<file path="src/rtl/mem_stage_pkg.sv">
// mem_stage_pkg: shared types and constants for the memory pipeline stage.
// Revision: 1.0
`default_nettype none

package mem_stage_pkg;

  typedef enum logic [1:0] {
    ST_IDLE   = 2'd0,
    ST_ACCESS = 2'd1,
    ST_ERROR  = 2'd2
  } state_e;

  localparam int FLAG_ZERO     = 2;
  localparam int FLAG_MEMWRITE = 1;
  localparam int FLAG_MEMREAD  = 0;

  localparam int DEF_TIMEOUT = 255;

  typedef struct packed {
    logic [47:0] pc1;
    logic [2:0]  flags_mem;
    logic [1:0]  flags_wb;
    logic [5:0]  opcode;
    logic [47:0] result;
    logic [31:0] wdata;
    logic [4:0]  rd;
  } payload_t;

  function automatic logic is_mem_op(input logic [2:0] flags);
    return flags[FLAG_MEMWRITE] | flags[FLAG_MEMREAD];
  endfunction

endpackage

`default_nettype wire

</file>
<file path="src/rtl/mem_stage_latch.sv">
// mem_stage_latch: EX/MEM payload register with load and clear controls.
// Revision: 1.0
`default_nettype none

module mem_stage_latch
  import mem_stage_pkg::*;
(
  input  logic     clk,
  input  logic     i_load,
  input  logic     i_clear,
  input  payload_t i_d,
  output payload_t o_q
);

  payload_t r_q;

  always_ff @(posedge clk) begin
    if (i_clear) begin
      r_q <= '0;
    end else if (i_load) begin
      r_q <= i_d;
    end
  end

  assign o_q = r_q;

endmodule

`default_nettype wire

</file>
<file path="src/rtl/mem_stage.sv">
// mem_stage: pipeline memory stage with handshake to a single-port memory.
// Optional watchdog enabled by defining MEM_TIMEOUT_EN. Revision: 1.0
`default_nettype none

module mem_stage
  import mem_stage_pkg::*;
#(
  parameter int ADDR_W  = 32,
  parameter int TIMEOUT = DEF_TIMEOUT
) (
  input  logic              clk,
  input  logic              rst,
  input  logic              in_valid,
  output logic              in_ready,
  input  logic              flush,
  input  logic [47:0]       pc1_in,
  input  logic [2:0]        flagsMEM_in,
  input  logic [1:0]        flagsWB_in,
  input  logic [5:0]        opcode_in,
  input  logic [47:0]       result_in,
  input  logic [47:0]       datainput_in,
  input  logic [4:0]        rd_in,
  output logic              mem_req,
  output logic              mem_we,
  output logic [ADDR_W-1:0] mem_addr,
  output logic [31:0]       mem_wdata,
  input  logic [31:0]       mem_rdata,
  input  logic              mem_ack,
  output logic              wb_valid,
  output logic [1:0]        flagsWB_out,
  output logic [4:0]        rd_out,
  output logic [5:0]        opcode_out,
  output logic [47:0]       pc1_out,
  output logic [47:0]       alu_result_out,
  output logic [31:0]       read_data_out,
  output logic              zero_out,
  output logic              mem_error
);

  state_e   r_state;
  state_e   w_next;
  payload_t w_pl_in;
  payload_t w_pl_q;
  logic     w_accept;
  logic     w_is_mem;
  logic     w_ack;
  logic     w_timeout;
  logic     w_is_load;
  logic     r_flushed;
  logic     r_wb_valid;
  logic [31:0] r_rdata;

  assign w_pl_in = '{pc1: pc1_in, flags_mem: flagsMEM_in, flags_wb: flagsWB_in,
                     opcode: opcode_in, result: result_in,
                     wdata: datainput_in[31:0], rd: rd_in};

  assign w_accept  = in_valid & (r_state == ST_IDLE);
  assign w_is_mem  = is_mem_op(flagsMEM_in);
  assign w_ack     = mem_ack & (r_state == ST_ACCESS);
  // Read+write together behaves as a store, so only a pure read loads data.
  assign w_is_load = w_pl_q.flags_mem[FLAG_MEMREAD] & ~w_pl_q.flags_mem[FLAG_MEMWRITE];

  mem_stage_latch u_latch (
    .clk     (clk),
    .i_load  (w_accept),
    .i_clear (rst),
    .i_d     (w_pl_in),
    .o_q     (w_pl_q)
  );

`ifdef MEM_TIMEOUT_EN
  localparam int CW = $clog2(TIMEOUT + 1);

  logic [CW-1:0] r_cnt;
  logic          r_mem_error;

  always_ff @(posedge clk) begin
    if (rst || (r_state != ST_ACCESS)) begin
      r_cnt <= '0;
    end else begin
      r_cnt <= r_cnt + 1'b1;
    end
  end

  assign w_timeout = (r_state == ST_ACCESS) & ~mem_ack & (r_cnt == CW'(TIMEOUT - 1));

  always_ff @(posedge clk) begin
    if (rst) begin
      r_mem_error <= 1'b0;
    end else if (w_timeout) begin
      r_mem_error <= 1'b1;
    end
  end

  assign mem_error = r_mem_error;
  wire w_unused_bits = ^datainput_in[47:32];
`else
  assign w_timeout = 1'b0;
  assign mem_error = 1'b0;
  wire w_unused_bits = ^{datainput_in[47:32], 32'(TIMEOUT)};
`endif

  always_ff @(posedge clk) begin
    if (rst) begin
      r_state <= ST_IDLE;
    end else begin
      r_state <= w_next;
    end
  end

  always_comb begin
    w_next = r_state;
    case (r_state)
      ST_IDLE:   if (in_valid && w_is_mem) w_next = ST_ACCESS;
      ST_ACCESS: begin
        if (mem_ack)        w_next = ST_IDLE;
        else if (w_timeout) w_next = ST_ERROR;
      end
      ST_ERROR:  w_next = ST_ERROR;
      default:   w_next = ST_IDLE;
    endcase
  end

  always_comb begin
    in_ready = 1'b0;
    mem_req  = 1'b0;
    mem_we   = 1'b0;
    case (r_state)
      ST_IDLE:   in_ready = 1'b1;
      ST_ACCESS: begin
        mem_req = 1'b1;
        mem_we  = w_pl_q.flags_mem[FLAG_MEMWRITE];
      end
      default: ;
    endcase
  end

  // A flush during an access is remembered until the memory answers.
  always_ff @(posedge clk) begin
    if (rst) begin
      r_flushed <= 1'b0;
    end else if (w_accept) begin
      r_flushed <= flush;
    end else if (r_state == ST_ACCESS) begin
      r_flushed <= mem_ack ? 1'b0 : (r_flushed | flush);
    end
  end

  always_ff @(posedge clk) begin
    if (rst) begin
      r_wb_valid <= 1'b0;
      r_rdata    <= '0;
    end else begin
      r_wb_valid <= 1'b0;
      if (w_accept && !w_is_mem && !flush) begin
        r_wb_valid <= 1'b1;
      end
      if (w_ack && !r_flushed && !flush) begin
        r_wb_valid <= 1'b1;
        if (w_is_load) begin
          r_rdata <= mem_rdata;
        end
      end
    end
  end

  assign wb_valid       = r_wb_valid;
  assign read_data_out  = r_rdata;
  assign mem_addr       = w_pl_q.result[ADDR_W-1:0];
  assign mem_wdata      = w_pl_q.wdata;
  assign flagsWB_out    = w_pl_q.flags_wb;
  assign rd_out         = w_pl_q.rd;
  assign opcode_out     = w_pl_q.opcode;
  assign pc1_out        = w_pl_q.pc1;
  assign alu_result_out = w_pl_q.result;
  assign zero_out       = w_pl_q.flags_mem[FLAG_ZERO];

endmodule

`default_nettype wire
</file>
<file path="config.mk">
export PLATFORM = sky130hd
export DESIGN_NAME = mem_stage
export DESIGN_NICKNAME = d
export VERILOG_FILES = /design/src/rtl/mem_stage_pkg.sv /design/src/rtl/mem_stage_latch.sv /design/src/rtl/mem_stage.sv
export SDC_FILE = /design/constraint.sdc
export NUM_CORES = 1
export LEC_CHECK = 0
export ABC_AREA = 0
export BUFFER_PORTS_ARGS = -buffer_cell sky130_fd_sc_hd__buf_2
export CELL_PAD_IN_SITES_DETAIL_PLACEMENT = 0
export CELL_PAD_IN_SITES_GLOBAL_PLACEMENT = 1
export CORE_AREA = 2 2 160 162
export DETAILED_ROUTE_END_ITERATION = 10
export DIE_AREA = 0 0 162 164
export GPL_TIMING_DRIVEN = 0
export PLACE_DENSITY_LB_ADDON = 0.1
export SETUP_SLACK_MARGIN = 0.02
export SLEW_MARGIN = 10
export SYNTH_ARGS = -nofsm -noshare
export SYNTH_HDL_FRONTEND = slang
export SYNTH_SLANG_ARGS = --single-unit
</file>
<file path="constraint.sdc">
create_clock -name clk -period 2.3 [get_ports clk]
set_input_delay 0.46 -clock clk [delete_from_list [all_inputs] [get_ports clk]]
set_output_delay 0.46 -clock clk [all_outputs]
set_load 0.05 [all_outputs]
</file>
==> After elaboration in Yosys (flattened, before gate mapping) <==
Index checks and enable logic that the tools add are counted.
{ "totals": {"register_bits": 180, "latch_bits": 0, "mem_bits_rw": 0, "romBits": 0, "in_bits": 197, "output_inout_bits": 211, "elab_cells": 44, "mem_count": 0} }
{ "classes": {"add_sub_neg": 0, "multipliers": 0, "n_div": 0, "n_lt_le_gt_ge": 0, "eq_ne": 4, "shift": 0, "n_mux": 11, "bitwise_logic": 6, "reduce_logical": 12} }
{ "op_table": {"columns": ["cell", "count"], "rows": [
  ["$mux 1", 8],
  ["$pmux 2 s3", 1],
  ["$logic_and 1x1->1", 5],
  ["$mux 2", 2],
  ["$reduce_and 2->1", 2],
  ["$and 1x1->1", 3],
  ["$logic_not 1->1", 3],
  ["$eq 2x1->1 const B", 1],
  ["$eq 2x2->1 const B", 1],
  ["$logic_not 2->1", 1],
  ["$ne 2x1->1 const B", 1],
  ["$ne 2x2->1 const B", 1],
  ["$or 1x1->1", 2],
  ["$reduce_bool 2->1", 1],
  ["$not 1->1", 1]
]} }

==> Depth between registers and ports, before layout <==
Gate-level depths: netlist of run 1.
{ "depth": {"depth_word": 6, "ltp_mapped": 6, "depth_no_buf": 3} }

==> Hierarchy <==
Synthesis of run 1 repeated with hierarchy kept, for this count alone.
{ "unflattened": {"cells_unflattened": 659, "hier_area_um2": 7004.2} }
{ "modules_own_cells": {"columns": ["module", "n_inst", "cells_per_inst", "area_per_inst_um2", "seq_area_each_um2"], "rows": [
  ["mem_stage_latch", 1, 464, 5079.9, 2882.8],
  ["mem_stage", 1, 195, 1924.3, 720.7]
]} }

==> Worst setup path after synthesis of run 1 <==
No wires, ideal clock.
{ "synth_path": {"kind": "flip-flop to output port", "start": "reg r_state[0]", "end": "out mem_we", "arrival_time_ps": 1251, "t_required_ps": 1840, "path_slack_ps": 589, "path_stages_with_launch": 4, "path_buffers": 1, "path_cell_list": "dfxtp_1 > nor2b_1 > buf_2 > and2_1"} }
{ "synth_via": {"elab_chain_len": 2} }
{ "synth_rtl": {"columns": ["element", "line_no", "text"], "rows": [
  ["from (decl)", "mem_stage.sv:40", "state_e r_state;"],
  ["from (signal assigned)", "mem_stage.sv:107", "r_state <= w_next;"],
  ["$eq 2x1->1", "mem_stage.sv:128", "case (r_state)"],
  ["$mux 1", "mem_stage.sv:128", null],
  ["to (decl)", "mem_stage.sv:24", "output logic mem_we,"]
]} }
Every way passes these cells.

==> Worst setup path after layout of run 1 <==
Ends and elaborated chain as after synthesis.

==> flow_metrics.py, run 1 <==
metrics = {
    "setup_path": {
        "worstSetupStartpointType": "flop",
        "path_max_fanout": 7,
        "required_ns": 1.84,
        "arrival_ns": 1.55,
        "cp_common_cell": "buf_2",
        "end_kind": "output pin",
        "criticalPathCategory": "reg2out",
        "crit_path_top_delay_cell": "dfxtp_1",
        "worstPathCellList": "nor2b_1 > buf_2 > and2_1 > buf_2",
        "critical_path.max_stage_delay_ns": 0.40,
    },
    "cells_and_area": {
        "drive_above_1_share_pct": 44.11,
        "final_common_cell": "buf_2",
        "final_util_pct": 43.29,
        "synthToLayoutAreaGrowth_pct": 37.68,
        "layout_common_cells": "402 x buf_2, 288 x nand2_1, 180 x dfxtp_1",
        "finalNonFillerCells": 1716,
        "fin_nets": 1567,
    },
    "die": {
        "die_area_um2": 26570,
        "rows": 58,
        "ios": 408,
        "coreArea_um2": 24820,
        "die_height_um": 164,
        "initial_core_util_pct": 31.44,
        "die_w_um": 162,
    },
    "grt": {
        "grt_usage_pct": 17.27,
        "grt_pass1_vias": 6427,
        "grt_max_degree": 18,
        "antenna_found_initial": 8,
        "overflow": 0,
        "grt_pass1_wl_um": 35350,
    },
    "synth": {
        "synth_seq_cells": 180,
        "netlist.area_leader.share_pct": 46.18,
        "synth_nets": 1159,
        "syn_inst": 962,
        "synthTopCellsByArea": "dfxtp_1 46%, buf_4 17%, nand2_1 14%",
        "synth_cell_types": 21,
        "yosysTopAreaCell": "dfxtp_1",
        "ys.warnings.count": 0,
        "seq_area_frac_synth_pct": 46.18,
        "avgSynthCellArea_um2": 8.112,
        "netlist_area_um2": 7804,
    },
    "clock_tree": {
        "cts_max_level": 4,
        "clkTransAtPathRegs_ns": 0.08,
        "cts_resized": 0,
        "ctsLongestPathBuffers": 2,
        "cts_root_buffer": "clkbuf_16",
        "cts_tree": "yes",
        "clkSinkCount": 180,
        "clock_latency_ns": 0.43,
        "post_cts.repair.setup_buffers": 0,
        "holdBufCountCts": 0,
        "cts_buffers": 17,
    },
    "routing": {
        "drc": 0,
        "wirelength_um": 24220,
        "num_vias": 7096,
        "drt.antenna.violating_nets": 0,
        "post_drt_via_cell_ratio": 4.135,
        "first_iter_violations": 309,
        "first_pass_iters": 4,
        "wire_per_inst_um": 14.11,
    },
    "placed_design": {
        "place_hpwl_um": 18620,
        "gp_routability_congestion": 0.7508,
        "place_inst": 1681,
        "numPortBuffers": 389,
    },
    "timing": {
        "slew_headroom_pct": 49.81,
        "tightest_slew_ns": 0.7529,
        "max_freq_mhz": 498.0,
        "finalSetupViolations": 0,
        "slew_viol_final": 0,
        "grt_setup_unrepaired": "no",
        "hold_violations": 0,
        "finalClockSkew_ns": 0.01685,
        "min_period_ns": 2.008,
        "fin_tns_setup_ns": 0,
        "fin_crit_sh_pct": 87.30,
    },
    "status": {
        "status": "finished clean",
    },
    "power": {
        "p_per_area_nw_per_um2": 739.5,
        "ir_drop_v": 0.0004547,
        "power.total_mw": 7.945,
        "power.leakage_nw": 5.402,
    },
    "job": {
        "maxCapViolations": 0,
    },
    "hold_path": {
        "hp-class": "in2reg",
    },
}
final timing paths:
path,from,endpoint,slack (ns),depth (start not counted)
worst min-delay path,result_in[32],u_latch.o_q[69],0.26,3
worst max-delay path,r_state[0],mem_we,0.29,4
worst max register to register,r_state[1],u_latch.o_q[19],0.48,5
worst min register to register,u_latch.o_q[93],u_latch.o_q[93],0.45,2
report_power, final:
part	internal [mW]	switching, mW	total, mW	leakage [nW]
clock	1.49	1.37	2.85	0.272
combinational	0.588	1.14	1.73	3.66
sequential	3.27	0.0886	3.36	1.47
registers in the layout (all words and copies together), names as in the netlist:
name           flops
read_data_out     32
r_flushed          1
wb_valid           1
u_latch.o_q      144
r_state            2
cell type report:
type | count | area, um^2
diodes | 3 | 7.507
plain buffers | 234 | 1559
clock buffers | 20 | 456.7
clock inverters | 12 | 116.4
fillers | 2662 | 14070
multi-input cells | 548 | 2641
flip-flops and latches | 180 | 3603
well taps | 330 | 412.9
repair buffers | 389 | 1947
routing by layer:
metal | global-route usage (%) | share of wire, %
met2 | 29.52 | 49
met1 | 20.72 | 41
met5 | 0 | 0.22
met3 | 6.768 | 8.7
met4 | 3.298 | 0.81
worst max-delay path: cells and delay by family, from the launching register on:
family | cells | cell delay [ns]
buffers and inverters | 2 | 0.44
flip-flops | 1 | 0.40
AND/OR/NAND/NOR | 2 | 0.28
cells in the mapped netlist (all sizes together):
cell type and number:
nand3 1, clkbuf 40, and2 1, nor3b 2, and4 1, o21ai 1
a21oi 147, buf 194, nand2b 65, nor3 1, mux2i 32, or4 1
nor2b 2, nor2 3, nor4b 1, dfxtp 180, or3b 1, conb 1
nand2 288
cell families (layout without fill, tap and decap cells):
kind of cell           after synthesis  count (layout)  synth area share, %
AO/OA/AOI/OAI                      148             148                9.492
multiplexers                        32              32                4.105
AND/OR/NAND/NOR                    367             367                20.20
other                                1               4              0.04805
flip-flops                         180             180                46.18
buffers and inverters              234             655                19.98
per-stage QoR:
step	instance area, um^2	setup WS, ns	hold slack (ns)
2_1_floorplan	7804	0.5889	0.4318
3_3_place_gp	10160	0.1331	0.4423
3_5_place_dp	10160	0.1216	0.4453
4_1_cts	10740	0.2532	0.2386
5_1_grt	10740	0.1314	0.2335
6_report	10740	0.2921	0.2567
Power figures use the tool's default switching activity.
==> run 2, diff against run 1 <==
Settings changed: CORE_AREA 2 2 160 162 to unset, CORE_MARGIN set to 8, CORE_UTILIZATION set to 34, DIE_AREA 0 0 162 164 to unset, PLACE_DENSITY set to 0.93, PLACE_DENSITY_LB_ADDON 0.1 to unset, TNS_END_PERCENT set to 20.
==> run 2 against run 1 <==
Effect of this change:
- via count increased by 1.0%
- total power increased by 1.4%
- combinational power about the same
==> flow_metrics.py, run 2 (same netlist as run 1, synthesis figures left out) <==
metrics = {
    "status": {
        "status": "finished clean",
    },
    "cells_and_area": {
        "ff_latch_area_um2": 3603,
        "drive_above_1_share_pct": 44.18,
        "stdcell_area_um2": 10710,
        "nFillCells": 2319,
        "multi_input_area_um2": 2641,
        "final_common_cell": "buf_2",
        "largest_reg_flops": 144,
        "fin_nets": 1567,
        "layout_common_cells": "402 x buf_2, 288 x nand2_1, 180 x dfxtp_1",
        "synthToLayoutAreaGrowth_pct": 37.23,
    },
    "grt": {
        "overflow": 0,
        "grt_pass1_vias": 7133,
        "grt_usage_pct": 17.40,
        "antenna_found_initial": 3,
        "grt_pass1_wl_um": 39030,
        "grt_max_degree": 19,
    },
    "routing": {
        "wirelength_um": 25290,
        "num_vias": 7170,
        "first_pass_iters": 4,
        "drt.antenna.violating_nets": 0,
        "drc": 0,
        "wire_per_inst_um": 15.14,
        "post_drt_via_cell_ratio": 4.293,
        "first_iter_violations": 258,
    },
    "setup_path": {
        "end_kind": "output pin",
        "worstSetupStartpointType": "flop",
        "criticalPathCategory": "reg2out",
        "arrival_ns": 1.51,
        "path_max_fanout": 7,
        "required_ns": 1.84,
    },
    "clock_tree": {
        "cts_tree": "yes",
        "clock_latency_ns": 0.42,
        "cts_resized": 0,
        "cts_max_level": 4,
        "clkSinkCount": 180,
        "holdBufCountCts": 0,
        "cts_buffers": 17,
        "post_cts.repair.setup_buffers": 0,
        "cts_root_buffer": "clkbuf_16",
        "clkTransAtPathRegs_ns": 0.08,
        "ctsLongestPathBuffers": 2,
    },
    "timing": {
        "tightest_slew_ns": 0.7495,
        "max_freq_mhz": 507.0,
        "min_period_ns": 1.972,
        "finalSetupViolations": 0,
        "finalClockSkew_ns": 0.01140,
        "fin_crit_sh_pct": 85.76,
        "fin_tns_setup_ns": 0,
        "slew_headroom_pct": 50.03,
        "grt_setup_unrepaired": "no",
        "hold_violations": 0,
        "slew_viol_final": 0,
    },
    "die": {
        "die_w_um": 167.5,
        "ios": 408,
        "initial_core_util_pct": 34.57,
        "die_area_um2": 28060,
        "rows": 55,
        "coreArea_um2": 22570,
        "die_height_um": 167.5,
    },
    "job": {
        "maxCapViolations": 0,
    },
    "power": {
        "ir_drop_v": 0.0004822,
        "power.leakage_nw": 5.427,
        "power.total_mw": 8.058,
        "p_per_area_nw_per_um2": 752.4,
    },
    "placed_design": {
        "numPortBuffers": 389,
        "gp_routability_congestion": 0.8049,
        "place_hpwl_um": 20100,
        "place_area_um2": 10110,
    },
    "hold_path": {
        "hp-class": "in2reg",
    },
}
## run 2: changes by cell type in the layout (fill, tap and decap cells not counted), sizes merged
cell and delta:
diode -1, clkbuf -2, clkinv +1, bufinv +1, inv +3, clkinvlp -3
## run 2: stage by stage
step	util (%)	setup WS (ns)	hold WS (ns)	std cells
floorplan	-	0.5889	0.4318	962
global placement	44.78	0.01599	0.4415	1636
detailed placement	44.78	-0.003192	0.4466	1636
CTS	47.42	0.2545	0.2472	1668
global route	47.44	0.1539	0.2404	1670
finish	47.44	0.3276	0.2714	1670
## run 2: cell type report
| type | count | share of cell area, % |
|---|---|---|
| Antenna cell | 2 | 0.04673 |
| Buffer | 234 | 14.56 |
| Clock buffer | 18 | 4.101 |
| Clock inverter | 14 | 1.472 |
| Multi-Input combinational cell | 548 | 24.66 |
| Sequential cell | 180 | 33.65 |
| Tap cell | 285 | 3.330 |
| Timing Repair Buffer | 389 | 18.18 |
## run 2: critical path, cell delays in order (launching register included)
cell     delay (ns)
dfxtp_1        0.40
nor2b_1        0.14
buf_2          0.16
and2_1         0.13
buf_2          0.26
## run 2: final timing paths
check	from	endpoint	slack, ns	cells after the start
worst max-delay path	r_state[0]	mem_we	0.33	4
worst min register to register	u_latch.o_q[101]	u_latch.o_q[101]	0.45	2
worst min-delay path	datainput_in[28]	u_latch.o_q[33]	0.27	3
worst max register to register	r_state[1]	u_latch.o_q[16]	0.38	5
## run 2: metal layers
| layer | share of wire [%] | wire length (um) | vias to the layer above | global-route usage (%) |
|---|---|---|---|---|
| met3 | 7.5 | 1897 | 16 | 6.325 |
| met5 | 0.047 | 12 | - | 0 |
| met2 | 51 | 12820 | 212 | 31.49 |
| met1 | 41 | 10280 | 3243 | 18.82 |
| met4 | 1.1 | 278 | 2 | 4.697 |
| li1 | - | - | 3697 | - |
## run 2: where the power goes
| part | switching (mW) | internal [mW] | total, mW | leakage (nW) |
|---|---|---|---|---|
| registers | 0.0915 | 3.27 | 3.37 | 1.47 |
| clock network | 1.37 | 1.58 | 2.95 | 0.296 |
| logic | 1.16 | 0.588 | 1.74 | 3.66 |
==> run 3, diff against run 2 <==
Settings changed: MAX_ROUTING_LAYER set to met4, PLACE_DENSITY 0.93 to 0.95, RECOVER_POWER set to 50.
==> run 3 against run 2 <==
Effect of this change:
- count of clock-buffer cells in the layout unchanged
- register-to-register slack improved by 0.10 ns
- largest power group unchanged
- critical path depth is the same
- non-clock buffer count stayed put
- final cell count barely moved
- largest cell class unchanged
- first-iteration DRC count is 26% higher
- sequential share of layout area grew 0.79 points
- cell area decreased by 2.3%
- setup slack worse by 0.0020 ns
- clock power is essentially flat
==> flow_metrics.py, run 3 (same netlist as run 1, synthesis figures left out) <==
metrics = {
    "job": {
        "maxCapViolations": 0,
    },
    "clock_tree": {
        "holdBufCountCts": 0,
        "cts_max_level": 4,
        "clkTransAtPathRegs_ns": 0.08,
        "cts_buffers": 17,
        "ctsLongestPathBuffers": 2,
        "clock_latency_ns": 0.42,
        "clkSinkCount": 180,
        "cts_root_buffer": "clkbuf_16",
        "post_cts.repair.setup_buffers": 0,
        "cts_tree": "yes",
        "cts_resized": 0,
    },
    "routing": {
        "post_drt_via_cell_ratio": 4.348,
        "wirelength_um": 25330,
        "wire_per_inst_um": 15.16,
        "num_vias": 7266,
        "first_iter_violations": 324,
        "first_pass_iters": 4,
        "drc": 0,
        "drt.antenna.violating_nets": 0,
    },
    "timing": {
        "max_freq_mhz": 506.5,
        "grt_setup_unrepaired": "no",
        "slew_viol_final": 0,
        "fin_crit_sh_pct": 85.84,
        "hold_violations": 0,
        "timing.final.ws_setup_ns": 0.3256,
        "min_period_ns": 1.974,
        "finalClockSkew_ns": 0.01101,
        "tightest_slew_ns": 0.7075,
        "slew_headroom_pct": 53.04,
        "finalSetupViolations": 0,
    },
    "die": {
        "initial_core_util_pct": 34.57,
        "die_w_um": 167.5,
        "ios": 408,
        "die_area_um2": 28060,
        "coreArea_um2": 22570,
        "die_height_um": 167.5,
        "rows": 55,
    },
    "power": {
        "power.leakage_nw": 4.646,
        "p_per_area_nw_per_um2": 763.6,
        "ir_drop_v": 0.0004568,
        "power.total_mw": 7.989,
    },
    "grt": {
        "met1_usage_pct": 19.66,
        "grt_pass1_wl_um": 38830,
        "overflow": 0,
        "grt_max_degree": 18,
        "use_met2_pct": 30.87,
        "top_usage_layer": "met2",
        "antenna_found_initial": 4,
        "met3_usage_pct": 5.267,
        "grt_usage_pct": 17.85,
        "grt_pass1_vias": 7144,
    },
    "cells_and_area": {
        "nFillCells": 2403,
        "finalNonFillerCells": 1671,
        "largest_reg_flops": 144,
        "fin_nets": 1567,
        "synthToLayoutAreaGrowth_pct": 34.07,
        "drive_above_1_share_pct": 30.61,
        "layout_common_cells": "288 x nand2_1, 228 x clkbuf_1, 215 x buf_2",
        "final_common_cell": "nand2_1",
    },
    "setup_path": {
        "critical_path.max_stage_delay_ns": 0.39,
        "criticalPathCategory": "reg2out",
        "worstSetupStartpointType": "flop",
        "required_ns": 1.84,
        "arrival_ns": 1.51,
        "path_max_fanout": 7,
        "worst-path-buf-inv": 2,
        "worstPathCellList": "nor2b_1 > buf_2 > and2_1 > buf_2",
        "crit_path_top_delay_cell": "dfxtp_1",
        "critPathTopFamily": "buffers and inverters",
        "end_kind": "output pin",
        "cp_common_cell": "buf_2",
    },
    "placed_design": {
        "gp_routability_congestion": 0.8318,
        "place_hpwl_um": 20170,
        "pre_cts_ws_ns": -0.003985,
        "place_inst": 1636,
        "numPortBuffers": 389,
    },
    "status": {
        "status": "finished clean",
    },
    "hold_path": {
        "hp-class": "in2reg",
    },
}
[run 3: cell type report]
class / instances / area (um^2) / area share, %
flip-flops and latches: 180 / 3603 / 34.44
multi-input cells: 548 / 2641 / 25.25
repair buffers: 389 / 1714 / 16.38
plain buffers: 234 / 1558 / 14.89
clock buffers: 18 / 439.2 / 4.198
well taps: 285 / 356.6 / 3.408
clock inverters: 13 / 140.1 / 1.339
diodes: 4 / 10.01 / 0.09567
[run 3: metrics by stage]
step           util [%]  setup TNS (ns)  hold slack (ns)  cell area (um^2)
3_3_place_gp      44.78               0           0.4414             10110
3_5_place_dp      44.78       -0.009241           0.4466             10110
6_report          46.35               0           0.2629             10460
2_1_floorplan         -               0           0.4318              7804
5_1_grt           46.35               0           0.2479             10460
4_1_cts           47.34               0           0.2426             10690
[run 3: worst min-delay path: stages]
cell and delay [ns]:
buf_2 0.09, nand2_1 0.04, a21oi_1 0.05
[run 3: worst paths after layout]
kind	start	to	slack, ns	cells after the start
worst min register to register	u_latch.o_q[92]	u_latch.o_q[92]	0.46	2
worst max-delay path	r_state[0]	mem_we	0.33	4
worst min-delay path	result_in[37]	u_latch.o_q[74]	0.26	3
worst max register to register	r_state[1]	u_latch.o_q[12]	0.48	5
[run 3: where the power goes]
group / switching [mW] / internal (mW)
registers: 0.0916 / 3.27
logic: 1.16 / 0.540
clock network: 1.36 / 1.56
total: 2.61 / 5.38
[run 3: metal layers]
layer  part of all wire (%)  vias to the layer above  routed length, um
met5                      0                        -                  0
met4                    1.4                        0                352
met3                    7.0                       27               1764
met2                     50                      248              12740
met1                     41                     3295              10480
li1                       -                     3696                  -
